**src/rtl/riscv_rf_pkg.sv**
```systemverilog
// riscv_rf_pkg: shared widths and the writeback entry type for the RF write-port scheduler.
package riscv_rf_pkg;
    localparam int WID_DATA = 32;
    localparam int WID_ADD = 5;
    localparam int NREG = 32;
    localparam logic [WID_ADD-1:0] X0 = '0;
    typedef struct packed {
        logic [WID_ADD-1:0] rd;
        logic [WID_DATA-1:0] data;
    } wb_entry_t;
endpackage

```
**src/rtl/regfile_wb_scheduler_if.sv**
```systemverilog
// regfile_wb_scheduler_if: decode, ALU/load writeback and RF write-control signals.
interface regfile_wb_scheduler_if;
    import riscv_rf_pkg::*;
    logic issue_valid;
    logic [WID_ADD-1:0] issue_rs1;
    logic [WID_ADD-1:0] issue_rs2;
    logic [WID_ADD-1:0] issue_rd;
    logic issue_we;
    logic issue_stall;
    logic alu_valid;
    logic [WID_ADD-1:0] alu_rd;
    logic [WID_DATA-1:0] alu_data;
    logic alu_ready;
    logic ld_valid;
    logic [WID_ADD-1:0] ld_rd;
    logic [WID_DATA-1:0] ld_data;
    logic [WID_ADD-1:0] rf_rd;
    logic [WID_DATA-1:0] rf_datain;
    logic rf_we;
    logic [NREG-1:0] busy_vec;
    logic err_sticky;
    modport slave (
        input issue_valid, issue_rs1, issue_rs2, issue_rd, issue_we,
        input alu_valid, alu_rd, alu_data, ld_valid, ld_rd, ld_data,
        output issue_stall, alu_ready, rf_rd, rf_datain, rf_we, busy_vec, err_sticky
    );
    modport master (
        output issue_valid, issue_rs1, issue_rs2, issue_rd, issue_we,
        output alu_valid, alu_rd, alu_data, ld_valid, ld_rd, ld_data,
        input issue_stall, alu_ready, rf_rd, rf_datain, rf_we, busy_vec, err_sticky
    );
endinterface

```
**src/rtl/wb_fifo.sv**
```systemverilog
// wb_fifo: small synchronous FIFO holding ALU writebacks that lost the RF port.
module wb_fifo
    import riscv_rf_pkg::*;
#(
    parameter int DEPTH = 2
) (
    input  logic clk,
    input  logic rst_n,
    input  logic push,
    input  logic pop,
    input  wb_entry_t din,
    output wb_entry_t dout,
    output logic full,
    output logic empty,
    output logic [$clog2(DEPTH+1)-1:0] count
);
    localparam int PW = DEPTH > 1 ? $clog2(DEPTH) : 1;
    localparam int CW = $clog2(DEPTH+1);
    wb_entry_t mem_q [DEPTH];
    wb_entry_t mem_d [DEPTH];
    logic [PW-1:0] wp_q, wp_d, rp_q, rp_d;
    logic [CW-1:0] cnt_q, cnt_d;
    logic wr, rd;
    function automatic logic [PW-1:0] inc(input logic [PW-1:0] p);
        return p == PW'(DEPTH-1) ? '0 : p + 1'b1;
    endfunction
    always_comb begin
        wr = push & !full;
        rd = pop & !empty;
        mem_d = mem_q;
        wp_d = wp_q;
        rp_d = rd ? inc(rp_q) : rp_q;
        if (wr) begin
            mem_d[wp_q] = din;
            wp_d = inc(wp_q);
        end
        cnt_d = cnt_q + CW'(wr) - CW'(rd);
    end
    always_ff @(posedge clk or negedge rst_n) begin
        if (!rst_n) begin
            mem_q <= '{default: '0};
            wp_q <= '0;
            rp_q <= '0;
            cnt_q <= '0;
        end else begin
            mem_q <= mem_d;
            wp_q <= wp_d;
            rp_q <= rp_d;
            cnt_q <= cnt_d;
        end
    end
    assign dout = mem_q[rp_q];
    assign full = cnt_q == CW'(DEPTH);
    assign empty = cnt_q == '0;
    assign count = cnt_q;
endmodule

```
**src/rtl/regfile_wb_scheduler.sv**
```systemverilog
// regfile_wb_scheduler: busy scoreboard, decode hazard stall and arbitration of the single
// RF write port between load and ALU writeback, driven from a registered W stage.
module regfile_wb_scheduler
    import riscv_rf_pkg::*;
#(
    parameter int FIFO_DEPTH = 2
) (
    input logic clk,
    input logic rst_n,
    regfile_wb_scheduler_if.slave bus
);
    localparam int CW = $clog2(FIFO_DEPTH+1);
    logic [NREG-1:0] busy_q, busy_d;
    logic [WID_ADD-1:0] rf_rd_q, rf_rd_d;
    logic [WID_DATA-1:0] rf_data_q, rf_data_d;
    logic rf_we_q, rf_we_d, err_q, err_d;
    wb_entry_t head, alu_e;
    logic full, empty, push, pop, sel_ld, alu_acc, bypass, issue_fire;
    logic [CW-1:0] count;
    wb_fifo #(.DEPTH(FIFO_DEPTH)) u_fifo (
        .clk(clk), .rst_n(rst_n), .push(push), .pop(pop), .din(alu_e),
        .dout(head), .full(full), .empty(empty), .count(count)
    );
    assign bus.issue_stall = bus.issue_valid & (busy_q[bus.issue_rs1] | busy_q[bus.issue_rs2]
                             | (bus.issue_we & busy_q[bus.issue_rd]));
    assign bus.alu_ready = !full;
    always_comb begin
        alu_e = '{rd: bus.alu_rd, data: bus.alu_data};
        issue_fire = bus.issue_valid & !bus.issue_stall & bus.issue_we;
        sel_ld = bus.ld_valid & (bus.ld_rd != X0);
        alu_acc = bus.alu_valid & !full & (bus.alu_rd != X0);
        pop = !sel_ld & !empty;
        // an idle port with an empty FIFO lets the ALU result go straight to W
        bypass = !sel_ld & (count == '0) & alu_acc;
        push = alu_acc & !bypass;
        rf_we_d = sel_ld | pop | bypass;
        rf_rd_d = sel_ld ? bus.ld_rd : pop ? head.rd : bypass ? bus.alu_rd : rf_rd_q;
        rf_data_d = sel_ld ? bus.ld_data : pop ? head.data : bypass ? bus.alu_data : rf_data_q;
        busy_d = busy_q;
        if (rf_we_q) busy_d[rf_rd_q] = 1'b0;
        if (issue_fire) busy_d[bus.issue_rd] = 1'b1;
        busy_d[X0] = 1'b0;
        err_d = err_q | (rf_we_q & !busy_q[rf_rd_q]);
    end
    always_ff @(posedge clk or negedge rst_n) begin
        if (!rst_n) begin
            busy_q <= '0;
            rf_rd_q <= '0;
            rf_data_q <= '0;
            rf_we_q <= 1'b0;
            err_q <= 1'b0;
        end else begin
            busy_q <= busy_d;
            rf_rd_q <= rf_rd_d;
            rf_data_q <= rf_data_d;
            rf_we_q <= rf_we_d;
            err_q <= err_d;
        end
    end
    assign bus.rf_rd = rf_rd_q;
    assign bus.rf_datain = rf_data_q;
    assign bus.rf_we = rf_we_q;
    assign bus.busy_vec = busy_q;
    assign bus.err_sticky = err_q;
endmodule

```
**src/flat_wrapper.sv**
```systemverilog
// flat-port wrapper written by rule: the top's interface ports become plain ports
module regfile_wb_scheduler_flat import riscv_rf_pkg::*;
#(
    parameter int FIFO_DEPTH = 2
)
  (clk, rst_n, bus_issue_valid, bus_issue_rs1, bus_issue_rs2, bus_issue_rd, bus_issue_we, bus_alu_valid, bus_alu_rd, bus_alu_data, bus_ld_valid, bus_ld_rd, bus_ld_data, bus_issue_stall, bus_alu_ready, bus_rf_rd, bus_rf_datain, bus_rf_we, bus_busy_vec, bus_err_sticky);
  regfile_wb_scheduler_if bus_i ();
  input logic clk;
  input logic rst_n;
  input wire logic [$bits(bus_i.issue_valid)-1:0] bus_issue_valid;
  input wire logic [$bits(bus_i.issue_rs1)-1:0] bus_issue_rs1;
  input wire logic [$bits(bus_i.issue_rs2)-1:0] bus_issue_rs2;
  input wire logic [$bits(bus_i.issue_rd)-1:0] bus_issue_rd;
  input wire logic [$bits(bus_i.issue_we)-1:0] bus_issue_we;
  input wire logic [$bits(bus_i.alu_valid)-1:0] bus_alu_valid;
  input wire logic [$bits(bus_i.alu_rd)-1:0] bus_alu_rd;
  input wire logic [$bits(bus_i.alu_data)-1:0] bus_alu_data;
  input wire logic [$bits(bus_i.ld_valid)-1:0] bus_ld_valid;
  input wire logic [$bits(bus_i.ld_rd)-1:0] bus_ld_rd;
  input wire logic [$bits(bus_i.ld_data)-1:0] bus_ld_data;
  output wire logic [$bits(bus_i.issue_stall)-1:0] bus_issue_stall;
  output wire logic [$bits(bus_i.alu_ready)-1:0] bus_alu_ready;
  output wire logic [$bits(bus_i.rf_rd)-1:0] bus_rf_rd;
  output wire logic [$bits(bus_i.rf_datain)-1:0] bus_rf_datain;
  output wire logic [$bits(bus_i.rf_we)-1:0] bus_rf_we;
  output wire logic [$bits(bus_i.busy_vec)-1:0] bus_busy_vec;
  output wire logic [$bits(bus_i.err_sticky)-1:0] bus_err_sticky;
  assign bus_i.issue_valid = bus_issue_valid;
  assign bus_i.issue_rs1 = bus_issue_rs1;
  assign bus_i.issue_rs2 = bus_issue_rs2;
  assign bus_i.issue_rd = bus_issue_rd;
  assign bus_i.issue_we = bus_issue_we;
  assign bus_i.alu_valid = bus_alu_valid;
  assign bus_i.alu_rd = bus_alu_rd;
  assign bus_i.alu_data = bus_alu_data;
  assign bus_i.ld_valid = bus_ld_valid;
  assign bus_i.ld_rd = bus_ld_rd;
  assign bus_i.ld_data = bus_ld_data;
  assign bus_issue_stall = bus_i.issue_stall;
  assign bus_alu_ready = bus_i.alu_ready;
  assign bus_rf_rd = bus_i.rf_rd;
  assign bus_rf_datain = bus_i.rf_datain;
  assign bus_rf_we = bus_i.rf_we;
  assign bus_busy_vec = bus_i.busy_vec;
  assign bus_err_sticky = bus_i.err_sticky;
  regfile_wb_scheduler #(.FIFO_DEPTH(FIFO_DEPTH)) u_core (.clk(clk), .rst_n(rst_n), .bus(bus_i));
endmodule
```
**config.mk**
```make
export PLATFORM = sky130hd
export DESIGN_NAME = regfile_wb_scheduler_flat
export DESIGN_NICKNAME = d
export VERILOG_FILES = /design/src/rtl/riscv_rf_pkg.sv /design/src/rtl/regfile_wb_scheduler_if.sv /design/src/rtl/wb_fifo.sv /design/src/rtl/regfile_wb_scheduler.sv /design/src/flat_wrapper.sv
export SDC_FILE = /design/constraint.sdc
export NUM_CORES = 1
export LEC_CHECK = 0
export CORE_UTILIZATION = 52
export DETAILED_ROUTE_END_ITERATION = 10
export PLACE_DENSITY = 0.81
export SYNTH_ARGS = -nofsm -noshare
export SYNTH_HDL_FRONTEND = slang
export SYNTH_SLANG_ARGS = --single-unit
export TNS_END_PERCENT = 10
```
**constraint.sdc**
```tcl
create_clock -name clk -period 5.3 [get_ports clk]
set_input_delay 1.59 -clock clk [delete_from_list [all_inputs] [get_ports clk]]
set_output_delay 1.59 -clock clk [all_outputs]
set_load 0.02 [all_outputs]
```
==> results of run 1 <==
==> cell usage after synthesis, types with 8 or more instances <==
cell | n | share of area
nor2b_1 | 8 | 0.0061
mux2_2 | 53 | 0.072
mux2i_1 | 57 | 0.069
o21ai_2 | 30 | 0.032
nand3_1 | 19 | 0.012
o21ai_0 | 34 | 0.021
mux2_1 | 30 | 0.041
dfrtp_1 | 148 | 0.45
nand4_1 | 15 | 0.011
a21oi_1 | 74 | 0.045
nand2_1 | 13 | 0.0059
nor2_1 | 85 | 0.039
nand3b_1 | 8 | 0.0073
clkbuf_1 | 40 | 0.018
buf_6 | 11 | 0.015
a211oi_1 | 37 | 0.034
mux4_2 | 11 | 0.030
==> state kept, by name (all words and copies together), names as in the netlist <==
name / flops
u_core.u_fifo.mem_q: 74
u_core.bus.rf_datain: 32
u_core.bus.busy_vec: 31
u_core.bus.rf_rd: 5
u_core.u_fifo.count: 2
u_core.bus.err_sticky: 1
u_core.bus.rf_we: 1
u_core.u_fifo.rp_q: 1
u_core.u_fifo.wp_q: 1
==> cells by family (layout without fill, tap and decap cells) <==
| logic type | after synthesis | in the layout | synth area share |
|---|---|---|---|
| AO/OA/AOI/OAI | 200 | 200 | 0.157 |
| XOR/XNOR | 4 | 4 | 0.00425 |
| adder cells (fa/ha/maj) | 2 | 2 | 0.00304 |
| buffers and inverters | 71 | 243 | 0.0437 |
| flip-flops | 148 | 148 | 0.449 |
| multiplexers | 158 | 158 | 0.235 |
| other | 1 | 2 | 0.000455 |
| AND/OR/NAND/NOR | 177 | 177 | 0.107 |
==> stage by stage <==
step,setup TNS (ns),utilization,hold slack (ns)
global route,0,0.704,0.488
finish,0,0.705,0.476
CTS,0,0.703,0.478
detailed placement,-0.626,0.663,0.464
global placement,-0.562,0.663,0.461
floorplan,0,-,0.464
==> layout make-up <==
cell class	instances	area [µm²]
timing repair buffer	205	1970
inverter	7	26.3
antenna	1	2.50
clock inverter	8	148
clock buffer	23	478
fill	1133	4520
tap	211	264
sequential	148	3700
multi-input combinational	542	4190
==> path summary, 6_finish.rpt <==
path                                         from                       to  slack (ns)  cells after the start
max                              bus_issue_rs1[1]          bus_issue_stall        0.06                      9
min                         u_core.bus.err_sticky    u_core.bus.err_sticky        0.48                      1
max reg2reg                u_core.u_fifo.count[1]  u_core.bus.rf_datain[9]        2.41                      7
min reg2reg                 u_core.bus.err_sticky    u_core.bus.err_sticky        0.48                      1
max in group asynchronous                   rst_n  u_core.u_fifo.mem_q[25]        3.11                      2
min in group asynchronous                   rst_n  u_core.u_fifo.mem_q[66]        1.19                      1
==> routing by layer <==
metal	share of wire	vias up	global-route usage
met5	0	-	0
met2	0.47	344	0.470
met3	0.095	78	0.0893
met1	0.40	3404	0.360
met4	0.036	0	0.136
li1	-	3139	-
==> power breakdown <==
group          internal (mW)  leakage (nW)  total [mW]  switching, mW
combinational           1.46          2.38        2.89           1.43
clock                  0.823         0.308        1.29          0.467
sequential              1.69          1.77        2.31          0.613
total                   3.98          4.46        6.49           2.51
==> worst max-delay path, delay by kind of cell <==
kind,cells,cell delay [ns]
AOI/OAI and AO/OA,2,0.51
muxes,2,0.57
buffers and inverters,3,0.74
and+or+nand+nor,2,0.23
==> repair_timing <==
action	CTS	global route
buffers inserted	0	0
gates resized for setup	5	7
endpoints found under the setup margin	1	1
==> results.cfg, run 1 <==
[status]
run_status = completed

[detailed_routing]
antenna_left = 0
drtIter0Drc = 564
routed_wl_um = 22700
drc = 0
drt_pass1_iterations = 5
via_per_inst = 6.08
num_vias = 6965
wl_per_cell_um = 19.8

[clock_network]
clockRootBuffer = clkbuf_16
cts_hold_buf = 0
cts_tree = done
ctsHtreeMaxLevel = 4
clockBufferDepth = 2
clk_pin_slew_ns = 0.06
clkLatencyLatePin_ns = 0.43
cts_buffers = 17
clock-sinks = 148

[worst_setup_path]
startpoint_type = primary input
critPathKind = primary input to output pin
crit_slowest_cell = mux4_1
max_stage_delay_ns = 0.50
cpMostUsedCell = buf_4
cp.required_ns = 3.71
cp-end-kind = output pin
cp.arrival_ns = 3.65
crit_chain = clkdlybuf4s50_1, buf_4, mux2i_1, mux4_1, nor3b_1, a311o_2, nand4_4, o21a_1, buf_4
crit_fanout = 6

[global_route]
grt_max_degree = 86
grt_overflow_total = 0
grt_pass1_vias = 7184
antenna_found_initial = 1
grt_pass1_wl_um = 36500
grt.total_usage = 0.292

[run]
maxCapViolCount = 0

[sta]
fmax_mhz = 191
final-hold-violation-count = 0
rsz0062_at_grt = false
min_period_ns = 5.24
max_slew_margin = 0.0921
tightest_slew_ns = 1.35
min_period_over_period = 0.989
timing.final.ws_setup_ns = 0.0581
skew_ns = 0.00640
slew_viol_final = 0
setup_viol = 0

[placement]
post_dp_cell_area_um2 = 10100
pre_cts_slack_ns = -0.626
placed_cells = 1113
io_buffer_count = 166
dp_hpwl_um = 15100
gp_congestion = 1.01

[cells_and_area]
fin_area_um2 = 10800
final_cell_mix = clkdlybuf4s50_1, dfrtp_1, nor2_1
areaGrowthSynthToFinish_pct = 30.9
layout-drive-gt1-share = 0.193
stdcell_count = 1145
num-nets-final = 1018
layout_commonest_cell = clkdlybuf4s50_1

[power_and_ir_drop]
irDropWorstVdd_mv = 0.346
p_total_mw = 6.49
leakage_nw = 4.46
p_per_area_nw_per_um2 = 601

[synthesis]
seq_area_frac_synth = 0.449
yosysWarnings = 0
ys_types = 56
syn-cell-area_um2 = 8240
ys_async_sr_fraction = 1.00
syn_avg_cell_area_um2 = 10.8
synth.net_count = 858
synth-edff-count = 0
ys_ff_latch = 148
syn_inst = 761
synthFlopType = dfrtp_1

[floorplanning]
die_area_um2 = 16400
start_util = 0.538
die_y_um = 128
die_x_um = 128
rows = 45
core_area_um2 = 15300
io-pin-count = 168

[worst_hold_path]
min_path_type = flip-flop to flip-flop
Note: power is estimated with default switching activity, not from simulation.
==> inputs of run 2 (changes only) <==
SETUP_SLACK_MARGIN = 0.2   (was default)
==> run 2 against run 1 <==
Against the previous run: hold slack is essentially flat; combinational power is essentially flat; die area is the same; critical path depth shrank 1; cell count grew 0.17%; clock-buffer cell count is the same; largest cell class unchanged.
==> results.cfg, run 2 (synthesis results as in run 1) <==
[clock_network]
ctsHtreeMaxLevel = 4
clock-sinks = 148
clockBufferDepth = 2
clk_pin_slew_ns = 0.06
clkLatencyLatePin_ns = 0.43
cts_buffers = 17
cts_hold_buf = 0
cts_tree = done
clockRootBuffer = clkbuf_16

[worst_setup_path]
max_stage_delay_ns = 0.54
crit_slowest_cell = mux4_1
cp.required_ns = 3.71
cp_top_family = multiplexers
cp-end-kind = output pin
critPathKind = primary input to output pin
cp_num_buf_inv = 2
crit_chain = clkbuf_4, mux4_1, mux4_2, nor2_1, a311o_2, nand4_4, o21a_1, buf_6
cp.arrival_ns = 3.42
startpoint_type = primary input
crit_fanout = 5

[sta]
hold-worst-slack_ns = 0.476
final-hold-violation-count = 0
min_period_ns = 5.01
finalSetupTns_ns = 0
skew_ns = 0.00603
fmax_mhz = 200
rsz0062_at_grt = false
max_slew_margin = 0.137
setup_viol = 0
slew_viol_final = 0
tightest_slew_ns = 1.28
min_period_over_period = 0.945

[global_route]
grt_pass1_wl_um = 36500
grt_pass1_vias = 7200
grt_max_degree = 86
antenna_found_initial = 1
grt_overflow_total = 0
grt.total_usage = 0.292

[power_and_ir_drop]
p_per_area_nw_per_um2 = 600
leakage_nw = 4.50
irDropWorstVdd_mv = 0.344

[floorplanning]
rows = 45
io-pin-count = 168
start_util = 0.538
die_y_um = 128
die_area_um2 = 16400
core_area_um2 = 15300
die_x_um = 128

[cells_and_area]
largest_register = u_core.u_fifo.mem_q
layout-drive-gt1-share = 0.203
largest_reg_flops = 74
antennaDiodeCount = 0
regArea_um2 = 3700
layout_commonest_cell = clkdlybuf4s50_1
final_cell_mix = clkdlybuf4s50_1, dfrtp_1, nor2_1
multi_input_area_um2 = 4200
nFillCells = 1136
areaGrowthSynthToFinish_pct = 31.4
num-nets-final = 1021
stdcell_count = 1147

[placement]
dp_hpwl_um = 15100
io_buffer_count = 166
gp_congestion = 1.01
placed_cells = 1113

[detailed_routing]
wl_met3_um = 2080
antenna_left = 0
top_layer = met4
drtIter0Drc = 511
wl_met2_um = 10900
wl_per_cell_um = 19.9
routed_wl_um = 22900
drc = 0
drt_pass1_iterations = 6
wl_met1_um = 9110
via_per_inst = 6.12
num_vias = 7018

[worst_hold_path]
min_path_type = flip-flop to flip-flop

[status]
run_status = completed

[run]
maxCapViolCount = 0
## run 2: cell count changes in the layout (fill, tap and decap cells not counted), sizes merged
cell	delta
diode	-1
buf	+3
clkdlybuf4s50	-7
dlygate4sd2	+4
dlymetal6s2s	+2
clkbuf	+1
## run 2: cell type report
type,count,share of cell area
clock buffers,23,0.0442
flip-flops and latches,148,0.342
well taps,211,0.0244
repair buffers,208,0.185
multi-input cells,542,0.388
clock inverters,8,0.0136
inverters,7,0.00243
## run 2: worst paths after layout
path / startpoint / to / slack [ns] / cells past startpoint
max: bus_issue_rs1[2] / bus_issue_stall / 0.29 / 8
min reg2reg: u_core.bus.err_sticky / u_core.bus.err_sticky / 0.48 / 1
max reg2reg: u_core.u_fifo.count[1] / u_core.bus.rf_datain[9] / 2.41 / 7
max in group asynchronous: rst_n / u_core.bus.busy_vec[12] / 3.09 / 2
min: u_core.bus.err_sticky / u_core.bus.err_sticky / 0.48 / 1
min in group asynchronous: rst_n / u_core.u_fifo.mem_q[66] / 1.20 / 1
## run 2: power breakdown
part / leakage, nW / switching (mW) / internal (mW)
sequential: 1.77 / 0.614 / 1.69
combinational: 2.42 / 1.43 / 1.47
clock: 0.308 / 0.465 / 0.823
## run 2: routing by layer
layer | up-vias | global-route usage
li1 | 3140 | -
met1 | 3431 | 0.359
met2 | 370 | 0.471
met3 | 77 | 0.0897
met4 | 0 | 0.136
met5 | - | 0
## run 2: repair_timing
| action | in CTS | in global routing |
|---|---|---|
| hold endpoints to repair | 0 | 0 |
| setup buffers | 1 | 2 |
| pin swaps | 4 | 3 |
| gates resized for setup | 18 | 13 |
| setup endpoints to repair | 1 | 1 |
## run 2: stage by stage
| stage | util | power [mW] | area (µm²) | worst slack (ns) |
|---|---|---|---|---|
| floorplan | - | 4.04 | 8240 | 0.423 |
| global placement | 0.663 | 5.07 | 10100 | -0.562 |
| detailed placement | 0.663 | 5.17 | 10100 | -0.626 |
| CTS | 0.704 | 6.49 | 10800 | 0.215 |
| global route | 0.707 | 6.84 | 10800 | 0.199 |
| finish | 0.707 | 6.50 | 10800 | 0.293 |
